**src/rtl/cdc_hs_pkg.sv**
```systemverilog
// Shared types and constants for the req/ack clock-domain-crossing handshake blocks.
package cdc_hs_pkg;

  typedef enum logic [1:0] {
    HS_IDLE,
    HS_REQ,
    HS_RELEASE
  } hs_state_t;

  localparam int unsigned XFER_CNT_W = 16;

  // A handshake phase is in flight whenever the FSM is away from IDLE.
  function automatic logic hs_busy(input hs_state_t state);
    return state != HS_IDLE;
  endfunction

endpackage

```
**src/rtl/sync_ff.sv**
```systemverilog
// Multi-flop synchronizer for signals arriving from another clock domain.
module sync_ff #(
  parameter int unsigned WIDTH  = 1,
  parameter int unsigned STAGES = 2
) (
  input  logic             clk_i,
  input  logic [WIDTH-1:0] d_i,
  output logic [WIDTH-1:0] q_o
);

  logic [STAGES-1:0][WIDTH-1:0] stage_q;

  // No reset: the chain must keep tracking the remote level through a local reset.
  always_ff @(posedge clk_i) begin
    stage_q[0] <= d_i;
    for (int i = 1; i < STAGES; i++) begin
      stage_q[i] <= stage_q[i-1];
    end
  end

  assign q_o = stage_q[STAGES-1];

endmodule

```
**src/rtl/cdc_hs_tx.sv**
```systemverilog
// Transmit side of a 4-phase req/ack handshake: captures a word, holds it on data_o while
// req_o is up, and waits for the synchronized remote ack to rise and fall.
module cdc_hs_tx
  import cdc_hs_pkg::*;
#(
  parameter int unsigned WIDTH          = 32,
  parameter int unsigned SYNC_STAGES    = 2,
  parameter int unsigned TIMEOUT_CYCLES = 1024
) (
  input  logic                  clk_i,
  input  logic                  rst_i,
  input  logic                  valid_i,
  input  logic [WIDTH-1:0]      data_i,
  output logic                  ready_o,
  output logic                  req_o,
  output logic [WIDTH-1:0]      data_o,
  input  logic                  ack_i,
  output logic                  done_o,
  output logic                  err_timeout_o,
  output logic [XFER_CNT_W-1:0] xfer_cnt_o
);

  localparam int unsigned CntW = (TIMEOUT_CYCLES > 0) ? $clog2(TIMEOUT_CYCLES + 1) : 1;
  localparam logic [CntW-1:0] TmoMax  = CntW'(TIMEOUT_CYCLES);
  localparam logic [CntW-1:0] TmoLast = CntW'(TIMEOUT_CYCLES - 1);

  hs_state_t       state_q;
  logic [CntW-1:0] tmo_cnt_q;
  logic [CntW-1:0] tmo_cnt_inc;
  logic            timeout_hit;
  logic            ack_s;

  sync_ff #(
    .WIDTH  (1),
    .STAGES (SYNC_STAGES)
  ) u_ack_sync (
    .clk_i (clk_i),
    .d_i   (ack_i),
    .q_o   (ack_s)
  );

  // Holding ready low while ack_s is high keeps a new word from overlapping a remote cycle
  // that is still finishing, including one left over from a local reset.
  assign ready_o = (state_q == HS_IDLE) && !ack_s;

  always_comb begin
    tmo_cnt_inc = (tmo_cnt_q == TmoMax) ? tmo_cnt_q : tmo_cnt_q + CntW'(1);
    timeout_hit = 1'b0;
    if (TIMEOUT_CYCLES != 0 && hs_busy(state_q)) begin
      timeout_hit = (tmo_cnt_q == TmoLast);
    end
  end

  always_ff @(posedge clk_i) begin
    if (rst_i) begin
      state_q       <= HS_IDLE;
      req_o         <= 1'b0;
      data_o        <= '0;
      done_o        <= 1'b0;
      err_timeout_o <= 1'b0;
      xfer_cnt_o    <= '0;
      tmo_cnt_q     <= '0;
    end else begin
      done_o <= 1'b0;
      unique case (state_q)
        HS_IDLE: begin
          tmo_cnt_q <= '0;
          if (valid_i && ready_o) begin
            data_o  <= data_i;
            req_o   <= 1'b1;
            state_q <= HS_REQ;
          end
        end
        HS_REQ: begin
          if (ack_s) begin
            req_o     <= 1'b0;
            tmo_cnt_q <= '0;
            state_q   <= HS_RELEASE;
          end else begin
            tmo_cnt_q <= tmo_cnt_inc;
          end
        end
        HS_RELEASE: begin
          if (!ack_s) begin
            done_o     <= 1'b1;
            xfer_cnt_o <= xfer_cnt_o + XFER_CNT_W'(1);
            tmo_cnt_q  <= '0;
            state_q    <= HS_IDLE;
          end else begin
            tmo_cnt_q <= tmo_cnt_inc;
          end
        end
        default: begin
          req_o     <= 1'b0;
          tmo_cnt_q <= '0;
          state_q   <= HS_IDLE;
        end
      endcase
      // Sticky flag only; the FSM keeps waiting for the remote side.
      if (timeout_hit) begin
        err_timeout_o <= 1'b1;
      end
    end
  end

endmodule

```
**config.mk**
```make
export PLATFORM = sky130hd
export DESIGN_NAME = cdc_hs_tx
export DESIGN_NICKNAME = d
export VERILOG_FILES = /design/src/rtl/cdc_hs_pkg.sv /design/src/rtl/sync_ff.sv /design/src/rtl/cdc_hs_tx.sv
export SDC_FILE = /design/constraint.sdc
export NUM_CORES = 1
export LEC_CHECK = 0
export ABC_AREA = 1
export CORE_UTILIZATION = 50
export CTS_CLUSTER_SIZE = 10
export DETAILED_ROUTE_END_ITERATION = 8
export GPL_TIMING_DRIVEN = 0
export PLACE_DENSITY = 0.85
export SLEW_MARGIN = 25
export SYNTH_ARGS = -nofsm -noshare
export SYNTH_HDL_FRONTEND = slang
export SYNTH_SLANG_ARGS = --single-unit
export TNS_END_PERCENT = 50
```
**constraint.sdc**
```tcl
create_clock -name clk_i -period 4.1 [get_ports clk_i]
set_input_delay 0.615 -clock clk_i [delete_from_list [all_inputs] [get_ports clk_i]]
set_output_delay 0.615 -clock clk_i [all_outputs]
set_load 0.01 [all_outputs]
```
==> impl_results.md, run 1 <==
- Status: complete, no violations
- Tightest Hold Check Type: flip-flop to flip-flop
- Final WL: 6740 um
- R2R setup slack: 2.48 ns
- Worst Hold End: u_ack_sync.q_o
- Synth-to-layout area growth: 40.4%
- Ys Warns: 0
- WL/cell: 12.2 um
- Synthesized Nets: 421
- Final period util: 56.6%
- Via density: 4.96
- Fill cells: 404
- Layout cells sized above 1: 9.77%
- Hold buffer count at cts: 0
- Core Util, Final: 74.8%
- Final hold vios: 0
- Leak: 1.44 nW
- CP Cell Sequence: inv_1 > ha_1 > inv_2 > nor2_2 > clkdlybuf4s50_1
- Area of the multi-input gates: 1260 sq um
- Ys async rst share: 0%
- Initial antenna violation count: 0
- Reg2reg start: state_q[0]
- GRT Total Usage: 24.1%
- Ant diodes: 0
- Worst Max-Slew Pin Slew: 0.494 ns
- Quantity of I/O buffers inserted on ports: 86
- Worst VDD drop: 0.216 mV
- Site Rows: 26
- Syn Inst Count: 379
- Hold path startpoint: u_ack_sync.stage_q[0]
- Final setup fails: 0
- H-tree depth: 3
- Worst hold path depth: 0
- Yosys top cell area share: 47.3%
- Max Cap Viol: 0
- Cts bufs inserted: 9
- Post-CTS setup repair buffer count: 0
- # IOs: 88
- TritonCTS clock tree: built
- Max-slew violations: 0
- Buf/Inv on CP: 3
- Die area: 5890 sq um
- # DRC: 0
- Number of global-route vias before repair: 2542
- Cell Area, Synth: 2790 sq um
- Dominant synthesized flop cell: dfxtp_1
- Die Ht: 76.7 um
- RSZ-0062 raised after global routing: no
- Core Footprint: 5240 sq um
- Max stage delay on crit path: 0.56 ns
- Vias post-DR: 2734
- Largest delay share family, worst path: buffers and inverters
- Setup TNS: 0 ns
- Worst-skew pair later-pin latency: 0.33 ns
- Crit Path Category: flip-flop to output pin
- Cell taking the most area after synthesis: dfxtp_1
- FF-to-FF End: xfer_cnt_o[7]
- Number of flops mapped to enable cells by yosys: 0
- Max Clk Rate: 0.431 GHz
- Global route overflow: 0
- Layout Nets: 518
- Main area contributors after synthesis: dfxtp_1 47%, nand2_1 15%, a21oi_1 8.4%, nor2_1 6.1%, inv_1 3.8%
- Final period demand of the worst path: 2.32 ns
- Synth unique cells: 26
- Clock slew at reported path FFs: 0.07 ns
- Avg Inst Size Synth: 7.37 sq um
- Routability cong.: 0.855
- Worst Skew: 0.00552 ns
- Most frequent cell after synthesis: nand2_1
- FF+latch area: 1320 sq um
- Clk sinks: 66
- Crit path launch type: flip-flop
- PD cells: 399 nW/um^2
- Worst path arrival time: 1.71 ns
- CTS Buffer Depth: 2
- Post-CTS Resized: 0
- Critical Path End Type: output pin
- DRT Pass-1 Iters: 5
- Post-DP HPWL: 4870 um
- Critical-path top delay cell: clkdlybuf4s50_1
- Worst-path fanout max: 3
- Top post-synthesis cells by count: 111 x nand2_1, 66 x dfxtp_1, 47 x a21oi_1, 45 x nor2_1, 28 x inv_1
- Critical Path RT: 3.48 ns
- Sequential share of the synthesized area: 47.3%
- Starting DRT DRC Count: 159
- First-pass GRT wire length: 11300 um
- CTS root buf: clkbuf_8
- R2R depth: 8
- Die width: 76.7 um
- Slew HR: 67.1%
- Largest net degree at the start of global routing: 12
- Flop and latch count out of synthesis: 66
- DRT antenna net count: 0
- Initial Util: 53.3%
## where the power goes
group / total [mW] / internal [mW] / switching (mW)
Sequential: 0.719 / 0.690 / 0.0290
Clock: 0.489 / 0.249 / 0.240
Combinational: 0.356 / 0.172 / 0.183
Total: 1.56 / 1.11 / 0.452
## flip-flops by register name, summed over array words and instances (netlist names)
name and count:
xfer_cnt_o 16, state_q 2, tmo_cnt_q 11, u_ack_sync.q_o 1, done_o 1, err_timeout_o 1, u_ack_sync.stage_q 1, req_o 1
data_o 32
## final cells by class
| cell class | instances | share of cell area (%) |
|---|---|---|
| flip-flops and latches | 66 | 33.7 |
| clock inverters | 5 | 0.734 |
| plain buffers | 12 | 1.92 |
| well taps | 70 | 2.23 |
| inverters | 35 | 3.35 |
| repair buffers | 86 | 22.0 |
| multi-input cells | 266 | 32.2 |
| clock buffers | 11 | 3.86 |
## metal layers
layer / routed length (um) / track usage, % / vias up
li1: - / - / 1396
met1: 3000 / 28.6 / 1242
met2: 3280 / 41.7 / 85
met3: 333 / 4.40 / 11
met4: 128 / 11.5 / 0
met5: 0 / 0 / -
## worst max-delay path by stage
stage               slack (ns)           end  cells after the start       start
floorplan                 2.73  tmo_cnt_q[0]                      6       rst_i
global placement          2.16       ready_o                      5  state_q[0]
detailed placement        2.15       ready_o                      5  state_q[0]
CTS                       1.76       ready_o                      5  state_q[0]
global route              1.68       ready_o                      5  state_q[0]
finish                    1.78       ready_o                      5  state_q[0]
## layout by cell type, fill, tap and decap left out, types with 5 or more instances in the layout
| cell | count |
|---|---|
| inv_1 | 28 |
| a21oi_1 | 47 |
| nand3_1 | 14 |
| ha_1 | 6 |
| clkbuf_1 | 5 |
| nor3_1 | 7 |
| nand2_1 | 111 |
| o21ai_1 | 5 |
| nor2_1 | 45 |
| inv_2 | 7 |
| dfxtp_1 | 66 |
| nand4_1 | 6 |
| clkdlybuf4s50_1 | 86 |
| clkbuf_8 | 11 |
## stage by stage
step	total power [mW]	hold slack (ns)	cell area, sq um	std cells	worst slack, ns
final	1.56	0.346	3920	551	1.78
after CTS	1.57	0.348	3920	551	1.76
after global placement	1.08	0.312	3740	535	2.16
after global routing	1.64	0.355	3920	551	1.68
after floorplan	0.929	0.310	2790	379	2.73
after detailed placement	1.09	0.332	3740	535	2.15
## cell families after synthesis
logic type	Yosys count	share of synthesized area [%]
buffers and inverters	47	7.40
adder cells (fa/ha/maj)	6	2.69
XOR/XNOR	3	0.941
AND/OR/NAND/NOR	199	31.0
AO/OA/AOI/OAI	58	10.6
flip-flops	66	47.3
No activity file was read; power rests on OpenSTA's default activity.
==> run 2: changes to the inputs <==
--- a/config.mk
+++ b/config.mk
@@ -6,11 +6,11 @@
 export NUM_CORES = 1
 export LEC_CHECK = 0
 export ABC_AREA = 1
-export CORE_UTILIZATION = 50
+export CORE_UTILIZATION = 46
 export CTS_CLUSTER_SIZE = 10
 export DETAILED_ROUTE_END_ITERATION = 8
 export GPL_TIMING_DRIVEN = 0
-export PLACE_DENSITY = 0.85
+export PLACE_DENSITY = 0.79
 export SLEW_MARGIN = 25
 export SYNTH_ARGS = -nofsm -noshare
 export SYNTH_HDL_FRONTEND = slang
==> constraint.sdc (replaced) <==
create_clock -name clk_i -period 2.27 [get_ports clk_i]
set_input_delay 0.3405 -clock clk_i [delete_from_list [all_inputs] [get_ports clk_i]]
set_output_delay 0.3405 -clock clk_i [all_outputs]
set_load 0.01 [all_outputs]
==> impl_results.md, run 2 (synthesized netlist as in run 1, its figures left out) <==
- Slew HR: 67.5% (was 67.1%)
- FF-to-FF End: data_o[13] (was xfer_cnt_o[7])
- Initial Util: 47.4% (was 53.3%)
- Clk sinks: 66 (unchanged)
- Clock slew at reported path FFs: 0.07 ns (about the same)
- Worst Max-Slew Pin Slew: 0.487 ns (was 0.494 ns)
- Max Cap Viol: 0 (unchanged)
- Initial antenna violation count: 0 (unchanged)
- Final setup fails: 0 (unchanged)
- Starting DRT DRC Count: 108 (was 159)
- Final hold vios: 0 (unchanged)
- Biggest regs: data_o (32), xfer_cnt_o (16), tmo_cnt_q (11) (unchanged)
- Reg2reg start: state_q[1] (was state_q[0])
- TritonCTS clock tree: built (unchanged)
- Routability cong.: 0.830 (was 0.855)
- Hold path startpoint: u_ack_sync.stage_q[0] (unchanged)
- WL met2: 2870 um (was 3280 um)
- # IOs: 88 (unchanged)
- Post-CTS setup repair buffer count: 0 (unchanged)
- Inst Count DP: 540 (was 535)
- DRT antenna net count: 0 (unchanged)
- Vias post-DR: 2699 (was 2734)
- R2R depth: 9 (was 8)
- Commonest cells after routing, fill and taps aside: 111 x nand2_1, 86 x clkdlybuf4s50_1, 66 x dfxtp_1 (unchanged)
- Metal3 WL: 389 um (was 333 um)
- Setup TNS: 0 ns (unchanged)
- RSZ-0062 raised after global routing: no (unchanged)
- Number of flip-flops in the largest register: 32 (unchanged)
- Highest layer used for signal routing: met4 (unchanged)
- CP Cell Sequence: inv_1 > ha_1 > inv_2 > nor2_2 > clkdlybuf4s50_1 (unchanged)
- Layout Nets: 518 (unchanged)
- Site Rows: 28 (was 26)
- Post-CTS Resized: 0 (unchanged)
- GRT Total Usage: 21.4% (was 24.1%)
- Crit path launch type: flip-flop (unchanged)
- Max stage delay on crit path: 0.56 ns (about the same)
- CTS Buffer Depth: 2 (unchanged)
- Worst Skew: 0.00955 ns (was 0.00552 ns)
- Largest register by flop count: data_o (unchanged)
- R2R setup slack: 0.68 ns (was 2.48 ns)
- Most common cell after layout, fill and taps aside: nand2_1 (unchanged)
- Status: complete, no violations (unchanged)
- Final period util: 91.9%
- Largest net degree at the start of global routing: 12 (unchanged)
- Worst path arrival time: 1.74 ns (was 1.71 ns)
- Via density: 4.85 (was 4.96)
- Met1 wire length: 3050 um (was 3000 um)
- Crit Path Category: flip-flop to output pin (unchanged)
- Worst Hold End: u_ack_sync.q_o (unchanged)
- Die area: 6380 sq um (was 5890 sq um)
- Tightest Hold Check Type: flip-flop to flip-flop (unchanged)
- Die Ht: 79.9 um (was 76.7 um)
- WL/cell: 11.7 um (was 12.2 um)
- Global route overflow: 0 (unchanged)
- Final cell count without fillers: 556 (was 551)
- # DRC: 0 (unchanged)
- Critical-path top delay cell: clkdlybuf4s50_1 (unchanged)
- Worst-path fanout max: 3 (unchanged)
- Hold buffer count at cts: 0 (unchanged)
- Die width: 79.9 um (was 76.7 um)
- First-pass GRT wire length: 10500 um (was 11300 um)
- Worst-skew pair later-pin latency: 0.34 ns (was 0.33 ns)
- DRT Pass-1 Iters: 4 (was 5)
- Core Footprint: 5890 sq um (was 5240 sq um)
- CTS root buf: clkbuf_8 (unchanged)
- Leak: 1.47 nW (was 1.44 nW)
- Synth-to-layout area growth: 43.3% (was 40.4%)
- Critical Path RT: 1.93 ns (was 3.48 ns)
- Fill cells: 494 (was 404)
- Worst VDD drop: 0.627 mV (was 0.216 mV)
- Max-slew violations: 0 (unchanged)
- Quantity of I/O buffers inserted on ports: 86 (unchanged)
- Final WL: 6500 um (was 6740 um)
- Worst hold path depth: 0 (unchanged)
- Max Clk Rate: 0.480 GHz
- PD cells: 791 nW/um^2 (was 399 nW/um^2)
- Cts bufs inserted: 9 (unchanged)
- Final period demand of the worst path: 2.09 ns
- H-tree depth: 3 (unchanged)
- Critical Path End Type: output pin (unchanged)
- Layout cells sized above 1: 9.56% (was 9.77%)
- Number of global-route vias before repair: 2383 (was 2542)
- Post-DP HPWL: 4800 um (was 4870 um)
- Ant diodes: 0 (unchanged)
run 2: cell types whose count changed in the layout (fill, tap and decap cells not counted):
cell | before | now
clkinv_2 | 4 | 0
bufinv_16 | 0 | 3
clkbuf_1 | 5 | 6
clkinv_4 | 1 | 0
clkinvlp_4 | 0 | 1
run 2: report_power, final:
group	total, mW	internal (mW)	switching [mW]
logic	0.647	0.312	0.335
clock network	1.22	0.790	0.426
registers	1.30	1.25	0.0550
total	3.16	2.35	0.816
run 2: routing by layer:
layer / vias to the layer above / global-route usage, %
met5: - / 0
met4: 0 / 12.5
met3: 15 / 5.03
met2: 87 / 34.4
met1: 1196 / 26.1
li1: 1401 / -
run 2: critical path: cells and delay by family (launching register included):
| kind | cells | cell delay, ns |
|---|---|---|
| flip-flops | 1 | 0.33 |
| buffers and inverters | 3 | 0.72 |
| AND/OR/NAND/NOR | 1 | 0.14 |
| adder cells (fa/ha/maj) | 1 | 0.21 |
run 2: layout make-up:
| type | count | area, sq um | area share [%] |
|---|---|---|---|
| flip-flops and latches | 66 | 1320 | 33.0 |
| multi-input cells | 266 | 1260 | 31.6 |
| repair buffers | 86 | 861 | 21.5 |
| clock buffers | 12 | 155 | 3.88 |
| inverters | 35 | 131 | 3.29 |
| clock inverters | 4 | 97.6 | 2.44 |
| well taps | 75 | 93.8 | 2.35 |
| plain buffers | 12 | 75.1 | 1.88 |
run 2: through the flow:
stage               utilization [%]  area (sq um)  setup WS [ns]  hold slack, ns  total power [mW]
floorplan                         -          2790          0.911           0.310              1.68
global placement               63.6          3750          0.580           0.314              1.95
detailed placement             63.6          3750          0.580           0.313              1.97
CTS                            67.9          4000          0.187           0.328              3.19
global route                   67.9          4000         0.0839           0.349              3.33
finish                         67.9          4000          0.185           0.328              3.16
run 2: how the worst max path moves through the flow:
| stage | start | end | cells past startpoint |
|---|---|---|---|
| after floorplan | state_q[0] | xfer_cnt_o[7] | 8 |
| after detailed placement | state_q[1] | ready_o | 5 |
| after global placement | state_q[0] | ready_o | 5 |
| final | state_q[1] | ready_o | 5 |
| after global routing | state_q[1] | ready_o | 5 |
| after CTS | state_q[1] | ready_o | 5 |
